$ cat src/rtl/alu_acc_sequencer_if.sv
// Command and response handshake channels between a command source and the
// accumulator sequencer.
interface alu_acc_sequencer_if #(
    parameter int unsigned WIDTH = 8
);
    logic             cmd_valid;
    logic             cmd_ready;
    logic [2:0]       cmd_op;
    logic             cmd_load;
    logic [WIDTH-1:0] cmd_imm;
    logic             rsp_valid;
    logic             rsp_ready;

    modport master (
        output cmd_valid, cmd_op, cmd_load, cmd_imm, rsp_ready,
        input  cmd_ready, rsp_valid
    );

    modport slave (
        input  cmd_valid, cmd_op, cmd_load, cmd_imm, rsp_ready,
        output cmd_ready, rsp_valid
    );
endinterface

$ cat src/rtl/alu_acc_sequencer.sv
// Accumulator machine around an external combinational or registered ALU: one command
// in flight, operands held for EXEC_CYCLES, result and flags captured, response handshake.
module alu_acc_sequencer #(
    parameter int unsigned WIDTH       = 8,
    parameter int unsigned CNT_W       = 8,
    parameter int unsigned EXEC_CYCLES = 1
) (
    input  logic               i_clk,
    input  logic               i_rst,
    alu_acc_sequencer_if.slave io_bus,
    output logic [WIDTH-1:0]   o_alu_a,
    output logic [WIDTH-1:0]   o_alu_b,
    output logic [2:0]         o_alu_op,
    input  logic [WIDTH-1:0]   i_alu_result,
    input  logic               i_alu_c,
    input  logic               i_alu_z,
    input  logic               i_alu_v,
    input  logic               i_alu_n,
    output logic [WIDTH-1:0]   o_acc,
    output logic [3:0]         o_flags,
    output logic [CNT_W-1:0]   o_op_count
);

    localparam int unsigned EW = (EXEC_CYCLES > 1) ? $clog2(EXEC_CYCLES) : 1;
    localparam logic [EW-1:0] ExecLast = EW'(EXEC_CYCLES - 1);

    typedef enum logic [1:0] {
        StIdle,
        StExec,
        StResp
    } state_e;

    state_e           r_state,    w_state;
    logic [WIDTH-1:0] r_acc,      w_acc;
    logic [3:0]       r_flags,    w_flags;
    logic [CNT_W-1:0] r_op_count, w_op_count;
    logic [WIDTH-1:0] r_imm,      w_imm;
    logic [2:0]       r_op,       w_op;
    logic             r_load,     w_load;
    logic [EW-1:0]    r_exec_cnt, w_exec_cnt;

    always_ff @(posedge i_clk) begin
        if (i_rst) begin
            r_state    <= StIdle;
            r_acc      <= '0;
            r_flags    <= '0;
            r_op_count <= '0;
            r_imm      <= '0;
            r_op       <= '0;
            r_load     <= 1'b0;
            r_exec_cnt <= '0;
        end else begin
            r_state    <= w_state;
            r_acc      <= w_acc;
            r_flags    <= w_flags;
            r_op_count <= w_op_count;
            r_imm      <= w_imm;
            r_op       <= w_op;
            r_load     <= w_load;
            r_exec_cnt <= w_exec_cnt;
        end
    end

    always_comb begin
        w_state    = r_state;
        w_acc      = r_acc;
        w_flags    = r_flags;
        w_op_count = r_op_count;
        w_imm      = r_imm;
        w_op       = r_op;
        w_load     = r_load;
        w_exec_cnt = r_exec_cnt;

        unique case (r_state)
            StIdle: begin
                if (io_bus.cmd_valid) begin
                    w_op       = io_bus.cmd_op;
                    w_imm      = io_bus.cmd_imm;
                    w_load     = io_bus.cmd_load;
                    w_exec_cnt = '0;
                    w_state    = StExec;
                end
            end
            StExec: begin
                if (r_exec_cnt == ExecLast) begin
                    if (r_load) begin
                        // Loads bypass the ALU, so flags are derived from the immediate here.
                        w_acc   = r_imm;
                        w_flags = {1'b0, (r_imm == '0), 1'b0, r_imm[WIDTH-1]};
                    end else begin
                        w_acc   = i_alu_result;
                        w_flags = {i_alu_c, i_alu_z, i_alu_v, i_alu_n};
                    end
                    w_state = StResp;
                end else begin
                    w_exec_cnt = r_exec_cnt + 1'b1;
                end
            end
            StResp: begin
                if (io_bus.rsp_ready) begin
                    w_op_count = r_op_count + 1'b1;
                    w_state    = StIdle;
                end
            end
            default: w_state = StIdle;
        endcase
    end

    assign io_bus.cmd_ready = (r_state == StIdle);
    assign io_bus.rsp_valid = (r_state == StResp);

    assign o_alu_a    = r_acc;
    assign o_alu_b    = r_imm;
    assign o_alu_op   = r_op;
    assign o_acc      = r_acc;
    assign o_flags    = r_flags;
    assign o_op_count = r_op_count;

endmodule

$ cat src/flat_wrapper.sv
// flat-port wrapper written by rule: the top's interface ports become plain ports
module alu_acc_sequencer_flat 
#(
    parameter int unsigned WIDTH       = 8,
    parameter int unsigned CNT_W       = 8,
    parameter int unsigned EXEC_CYCLES = 1
)
  (i_clk, i_rst, o_alu_a, o_alu_b, o_alu_op, i_alu_result, i_alu_c, i_alu_z, i_alu_v, i_alu_n, o_acc, o_flags, o_op_count, io_bus_cmd_valid, io_bus_cmd_op, io_bus_cmd_load, io_bus_cmd_imm, io_bus_rsp_ready, io_bus_cmd_ready, io_bus_rsp_valid);
  alu_acc_sequencer_if #(.WIDTH(WIDTH)) io_bus_i ();
  input  logic i_clk;
  input  logic i_rst;
  output logic [WIDTH-1:0] o_alu_a;
  output logic [WIDTH-1:0] o_alu_b;
  output logic [2:0] o_alu_op;
  input  logic [WIDTH-1:0] i_alu_result;
  input  logic i_alu_c;
  input  logic i_alu_z;
  input  logic i_alu_v;
  input  logic i_alu_n;
  output logic [WIDTH-1:0] o_acc;
  output logic [3:0] o_flags;
  output logic [CNT_W-1:0] o_op_count;
  input wire logic [$bits(io_bus_i.cmd_valid)-1:0] io_bus_cmd_valid;
  input wire logic [$bits(io_bus_i.cmd_op)-1:0] io_bus_cmd_op;
  input wire logic [$bits(io_bus_i.cmd_load)-1:0] io_bus_cmd_load;
  input wire logic [$bits(io_bus_i.cmd_imm)-1:0] io_bus_cmd_imm;
  input wire logic [$bits(io_bus_i.rsp_ready)-1:0] io_bus_rsp_ready;
  output wire logic [$bits(io_bus_i.cmd_ready)-1:0] io_bus_cmd_ready;
  output wire logic [$bits(io_bus_i.rsp_valid)-1:0] io_bus_rsp_valid;
  assign io_bus_i.cmd_valid = io_bus_cmd_valid;
  assign io_bus_i.cmd_op = io_bus_cmd_op;
  assign io_bus_i.cmd_load = io_bus_cmd_load;
  assign io_bus_i.cmd_imm = io_bus_cmd_imm;
  assign io_bus_i.rsp_ready = io_bus_rsp_ready;
  assign io_bus_cmd_ready = io_bus_i.cmd_ready;
  assign io_bus_rsp_valid = io_bus_i.rsp_valid;
  alu_acc_sequencer #(.WIDTH(WIDTH), .CNT_W(CNT_W), .EXEC_CYCLES(EXEC_CYCLES)) u_core (.i_clk(i_clk), .i_rst(i_rst), .io_bus(io_bus_i), .o_alu_a(o_alu_a), .o_alu_b(o_alu_b), .o_alu_op(o_alu_op), .i_alu_result(i_alu_result), .i_alu_c(i_alu_c), .i_alu_z(i_alu_z), .i_alu_v(i_alu_v), .i_alu_n(i_alu_n), .o_acc(o_acc), .o_flags(o_flags), .o_op_count(o_op_count));
endmodule
$ cat config.mk
export PLATFORM = sky130hd
export DESIGN_NAME = alu_acc_sequencer_flat
export DESIGN_NICKNAME = d
export VERILOG_FILES = /design/src/rtl/alu_acc_sequencer_if.sv /design/src/rtl/alu_acc_sequencer.sv /design/src/flat_wrapper.sv
export SDC_FILE = /design/constraint.sdc
export NUM_CORES = 1
export LEC_CHECK = 0
export CORE_ASPECT_RATIO = 0.75
export CORE_MARGIN = 3
export CORE_UTILIZATION = 41
export CTS_CLUSTER_DIAMETER = 200
export DETAILED_ROUTE_END_ITERATION = 6
export MAX_ROUTING_LAYER = met4
export PLACE_DENSITY = 0.76
export SLEW_MARGIN = 30
export SYNTH_ARGS = -nofsm -noshare
export SYNTH_HDL_FRONTEND = slang
export SYNTH_SLANG_ARGS = --single-unit
$ cat constraint.sdc
create_clock -name i_clk -period 4.4 [get_ports i_clk]
set_clock_uncertainty 0.15 [all_clocks]
set_input_delay 0.66 -clock i_clk [delete_from_list [all_inputs] [get_ports i_clk]]
set_output_delay 0.66 -clock i_clk [all_outputs]
set_load 0.01 [all_outputs]
==> out/results.txt, run 1 <==
Iter 0 DRT Violations -> 50
Min Hold Slack -> 300.5 ps
mux contribution to synthesized area -> 15.57%
Longest Clk Path Bufs -> 2
Worst Setup Start Kind -> flop
final setup fails -> 0
critical path class -> flop to primary output
run status -> finished clean
routed wire length -> 3691 microns
PwrDens -> 322.4 nW/um^2
Tot GR Track Use -> 18.31%
Compound-Gate Fraction of Synth Area -> 9.175%
Initial Utilization -> 44.00%
Avg Cell Area, Syn -> 9.652 sq um
CTS Hold Bufs -> 0
dpl cells -> 245
Setup Buffers After CTS -> 0
Crit path required time -> 3590 ps
residual overflow from global routing -> 0
RSZ-0062 raised after global routing -> false
EDFF count, synth -> 0
pin count of the biggest net entering global routing -> 36
htree depth -> 2
Simple-Gate Fraction of Synth Area -> 19.61%
port bufs -> 68
Clock transition at path regs -> 70 ps
Final Critical Period -> 2340 ps
synth unique cells -> 31
Least-Margin Pin Slew -> 778.7 ps
Fin Setup TNS -> 0 ps
FF-to-FF Start -> u_core.r_state[1]$_SDFFE_PP0P_
initial antenna violation count -> 0
predominant post-synthesis flop cell -> dfxtp_1
Synth Area in XOR/XNOR -> 1.178%
CTS tree -> yes
Synth area leader -> dfxtp_1
count leader, synth -> dfxtp_1
Post-CTS Resized -> 0
vias in the first global route -> 1,277
crit path DAT -> 1530 ps
Net count, final -> 241
ranking of synthesized cells by area -> dfxtp_1 46%, mux2i_1 15%, nor2_1 6.8%
Mapped Area -> 1486 sq um
# fillers -> 269
Synth Area in Adders -> 0.8418%
first-pass GRT wire length -> 5913 microns
maximum VDD drop -> 197.3 uV
Leak Pwr -> 0.8172 nW
worst setup path startpoint -> u_core.r_state[1]$_SDFFE_PP0P_
Max-Cap Viols -> 0
Non-Filler Instances -> 253
top post-synthesis cells by count -> 34 x dfxtp_1, 27 x nor2_1, 22 x mux2i_1
Worst-Skew Late Latency -> 280 ps
# diodes -> 0
share of post-route cells with drive strength above 1 -> 4.695%
pins over their slew limit -> 0
routed length per placed instance -> 14.59 microns
TritonCTS buffer count -> 5
Post-Synthesis Cells -> 154
core box area -> 3378 sq um
fmax -> 0.4273 GHz
Synthesized Nets -> 183
DPL Wire Length -> 2797 microns
DRT Pass-1 Iters -> 4
Root Buffer -> clkbuf_8
WL met1 -> 1715 microns
met2 wire length -> 1722 microns
num rows -> 18
top layer in use -> met4
Yosys top cell area share -> 45.79%
nature of the critical path endpoint -> primary output
Hold Crit Start -> u_core.o_flags[3]$_SDFFE_PP0N_
area growth from synthesis to layout -> 48.49%
share of the yosys chip area belonging to registers -> 45.79%
routability congestion estimate -> 0.8499
final period utilization -> 53.18%
final hold vios -> 0
largest family of logic cells by synthesized area -> simple AND/OR/NAND/NOR gates
yosys warns -> 0
Die H -> 58.15 microns
Max transition margin -> 48.03%
Die Wd -> 75.53 microns
DR vias -> 1,295
drc violations -> 0
die area -> 4391 sq um
Met3 Wirelength -> 212 microns
CTS Sinks -> 34
flop and latch count out of synthesis -> 34
Hold Crit Class -> flop to flop
top-level port count -> 69
antenna viol nets, final -> 0
fraction of registers with async set/reset -> 0%
drt via density -> 5.119
crit-path max FO -> 7
==> sequential cells by signal, indices dropped and copies added, names as in the netlist <==
name and cells:
u_core.o_acc 8, u_core.r_load 1, u_core.o_flags 4, u_core.o_alu_op 3
u_core.o_op_count 8, u_core.r_state 2, u_core.o_alu_b 8
==> per-layer routing <==
metal	vias up	global-route usage [%]
li1	646	-
met1	609	22.91
met2	35	28.41
met3	5	5.199
met4	0	5.985
met5	-	-
==> cells in the final DEF (no fill, tap or decap), types with 4 or more instances in the layout <==
| master | instances |
|---|---|
| clkbuf_8 | 6 |
| a21oi_1 | 7 |
| dfxtp_1 | 34 |
| nor2_1 | 27 |
| mux2i_1 | 22 |
| clkdlybuf4s50_1 | 68 |
| nand2_1 | 4 |
| a211oi_1 | 9 |
==> through the flow <==
step	util [%]	total power, mW	area (sq um)	setup slack (ps)
2_1_floorplan	-	0.4149	1486	2749
3_3_place_gp	62.63	0.4806	2116	2032
3_5_place_dp	62.63	0.4845	2116	1974
4_1_cts	65.33	0.7166	2207	2042
5_1_grt	65.33	0.7390	2207	2004
6_report	65.33	0.7115	2207	2060
==> cell families (layout without fill, tap and decap cells) <==
kind of cell,Yosys count,in the layout
xor+xnor,2,2
flops,34,34
compound gates,21,21
mux,23,23
simple gates,53,53
buf+inv,20,79
fa+ha+maj,1,1
==> worst max-delay path, stage by stage (launching register included) <==
cell	delay, ps
dfxtp_1	510
and2b_1	200
clkdlybuf4s50_1	540
==> power breakdown <==
group / internal (mW) / total, mW / switching [mW] / leakage [nW]
Combinational: 0.0819 / 0.133 / 0.0511 / 0.491
Clock: 0.126 / 0.235 / 0.108 / 0.0482
Sequential: 0.325 / 0.344 / 0.0191 / 0.278
==> final cells by class <==
cell class	instances	area, sq um	share of cell area, %
clock inverters	1	5.005	0.2268
clock buffers	7	86.33	3.912
repair buffers	69	688.2	31.18
inverters	2	7.507	0.3401
multi-input cells	100	689.4	31.24
flip-flops and latches	34	680.7	30.84
well taps	40	50.05	2.268
==> final timing paths <==
path,endpoint,depth (start not counted),slack [ps]
worst max-delay path,io_bus_rsp_valid,2,2060
worst min-delay path,u_core.o_flags[3]$_SDFFE_PP0N_,2,300
worst max register to register,u_core.r_load$_SDFFE_PP0P_,3,2680
worst min register to register,u_core.o_flags[3]$_SDFFE_PP0N_,2,300
Power figures use the tool's default switching activity.
==> run 2: changes to the inputs <==
clock period = 2.45 ns   (was 4.4 ns; I/O delays follow)
==> run 2 against run 1 <==
  * Worst setup slack got worse by 1600 ps
  * Count of clock-buffer cells in the layout is the same
  * Worst hold slack better by 11 ps
  * Sequential cell count stayed put
  * Die area unchanged
  * Cell count stayed put
  * Highest routed layer unchanged
  * Non-clock buffer count increased by 1
  * Combinational power increased by 80%
  * Via count shrank 1.5%
  * First-iteration DRC count grew 130%
==> out/results.txt, run 2 (same netlist as run 1, synthesis figures left out) <==
PwrDens -> 559.4 nW/um^2
dpl cells -> 246
Least-Margin Pin Slew -> 642.0 ps
met2 GRT Util -> 29.64%
run status -> finished clean
initial antenna violation count -> 0
sequential power share -> 50.2%
worst setup path startpoint -> u_core.r_state[1]$_SDFFE_PP0P_
Die Wd -> 75.53 microns
CTS Hold Bufs -> 0
crit path DAT -> 1520 ps
cell-internal power -> 0.9274 mW
num rows -> 18
worst r2r dst -> u_core.o_acc[4]$_SDFFE_PP0N_
clock group share of total power -> 30.3%
Initial Utilization -> 44.00%
top-level port count -> 69
pins over their slew limit -> 0
nature of the critical path endpoint -> primary output
commonest cells after routing, fill and taps aside -> 68 x clkdlybuf4s50_1, 34 x dfxtp_1, 27 x nor2_1
htree depth -> 2
Longest Clk Path Bufs -> 2
vias in the first global route -> 1,335
routed length per placed instance -> 14.72 microns
Fin Setup TNS -> 0 ps
first-pass GRT wire length -> 6313 microns
commonest non-fill, non-tap cell in the layout -> clkdlybuf4s50_1
Setup Buffers After CTS -> 0
TritonCTS buffer count -> 5
routability congestion estimate -> 0.8018
antenna viol nets, final -> 0
Max-Cap Viols -> 0
drc violations -> 0
Post-CTS Resized -> 0
residual overflow from global routing -> 0
final setup fails -> 0
FF-to-FF Start -> u_core.r_state[1]$_SDFFE_PP0P_
fmax -> 0.4904 GHz
port bufs -> 68
multi-input logic area -> 689.4 sq um
Die H -> 58.15 microns
DRT Pass-1 Iters -> 4
die area -> 4391 sq um
Seq. cell area -> 680.7 sq um
Worst-Skew Late Latency -> 280 ps
share of post-route cells with drive strength above 1 -> 4.225%
Critical Path Sink -> io_bus_rsp_valid
Crit path required time -> 1930 ps
Post-Route Utilization -> 65.11%
RSZ-0062 raised after global routing -> false
Clock transition at path regs -> 60 ps
final period utilization -> 83.24%
Tot GR Track Use -> 19.80%
routed wire length -> 3724 microns
core box area -> 3378 sq um
# fillers -> 275
maximum VDD drop -> 390.8 uV
DPL Wire Length -> 2886 microns
Non-Filler Instances -> 253
Comb power frac -> 19.5%
met1 Track Usage GR -> 25.19%
Root Buffer -> clkbuf_8
Final Critical Period -> 2039 ps
area growth from synthesis to layout -> 47.98%
Worst R2R Path Depth -> 3
Net count, final -> 242
Switching Fraction -> 24.63%
flop2flop setup slack -> 810 ps
Worst Setup Start Kind -> flop
Hold Crit Class -> flop to flop
DR vias -> 1,275
critical path class -> flop to primary output
gr busiest metal -> met2
NetSw -> 0.3031 mW
GR met3 Demand/Resource -> 5.719%
CTS Sinks -> 34
final hold vios -> 0
crit-path max FO -> 7
drt via density -> 5.040
Iter 0 DRT Violations -> 114
# diodes -> 0
pin count of the biggest net entering global routing -> 26
CTS tree -> yes
Leak Pwr -> 0.8122 nW
Max transition margin -> 57.20%
-- run 2: changes by cell type in the layout (fill, tap and decap cells not counted), sizes merged --
cell	before	now
buf	1	2
clkinv	1	0
-- run 2: critical path, stage by stage, from the launching register on --
cell             delay (ps)
dfxtp_1                 510
and2b_1                 190
clkdlybuf4s50_1         530
-- run 2: stage by stage --
step	hold slack, ps	total power, mW	area, sq um	worst slack (ps)
4_1_cts	321.6	1.248	2200	394.9
3_3_place_gp	290.1	0.8644	2123	494.2
5_1_grt	336.2	1.305	2200	324.2
2_1_floorplan	326.1	0.7452	1486	1005
6_report	311.1	1.230	2200	410.7
3_5_place_dp	312.5	0.8706	2123	451.9
-- run 2: worst min path at each step --
stage                                         startpoint                        endpoint  slack, ps  cells past startpoint
after floorplan           u_core.o_flags[1]$_SDFFE_PP0N_  u_core.o_flags[1]$_SDFFE_PP0N_        330                      2
after global placement    u_core.o_flags[1]$_SDFFE_PP0N_  u_core.o_flags[1]$_SDFFE_PP0N_        290                      2
after detailed placement  u_core.o_flags[3]$_SDFFE_PP0N_  u_core.o_flags[3]$_SDFFE_PP0N_        310                      2
after CTS                 u_core.o_flags[3]$_SDFFE_PP0N_  u_core.o_flags[3]$_SDFFE_PP0N_        320                      2
after global routing      u_core.o_flags[1]$_SDFFE_PP0N_  u_core.o_flags[1]$_SDFFE_PP0N_        340                      2
final                     u_core.o_flags[3]$_SDFFE_PP0N_  u_core.o_flags[3]$_SDFFE_PP0N_        310                      2
-- run 2: final cells by class --
type	instances	area share (%)
timing repair buffer	70	31.63
multi-input combinational	100	31.34
sequential	34	30.94
clock buffer	7	3.470
tap	40	2.275
inverter	2	0.3413
-- run 2: layer usage --
| layer | wire length, microns | share of wire [%] |
|---|---|---|
| met4 | 61 | 1.6 |
| met1 | 1679 | 45 |
| met2 | 1781 | 48 |
| met5 | 0 | 0 |
| met3 | 200 | 5.4 |
-- run 2: power by group through the flow --
stage	Combinational [mW]	Clock, mW	Sequential, mW
after floorplan	0.116	0	0.629
after global placement	0.237	0	0.627
after detailed placement	0.241	0	0.630
after CTS	0.242	0.388	0.617
after global routing	0.262	0.419	0.623
final	0.240	0.373	0.617
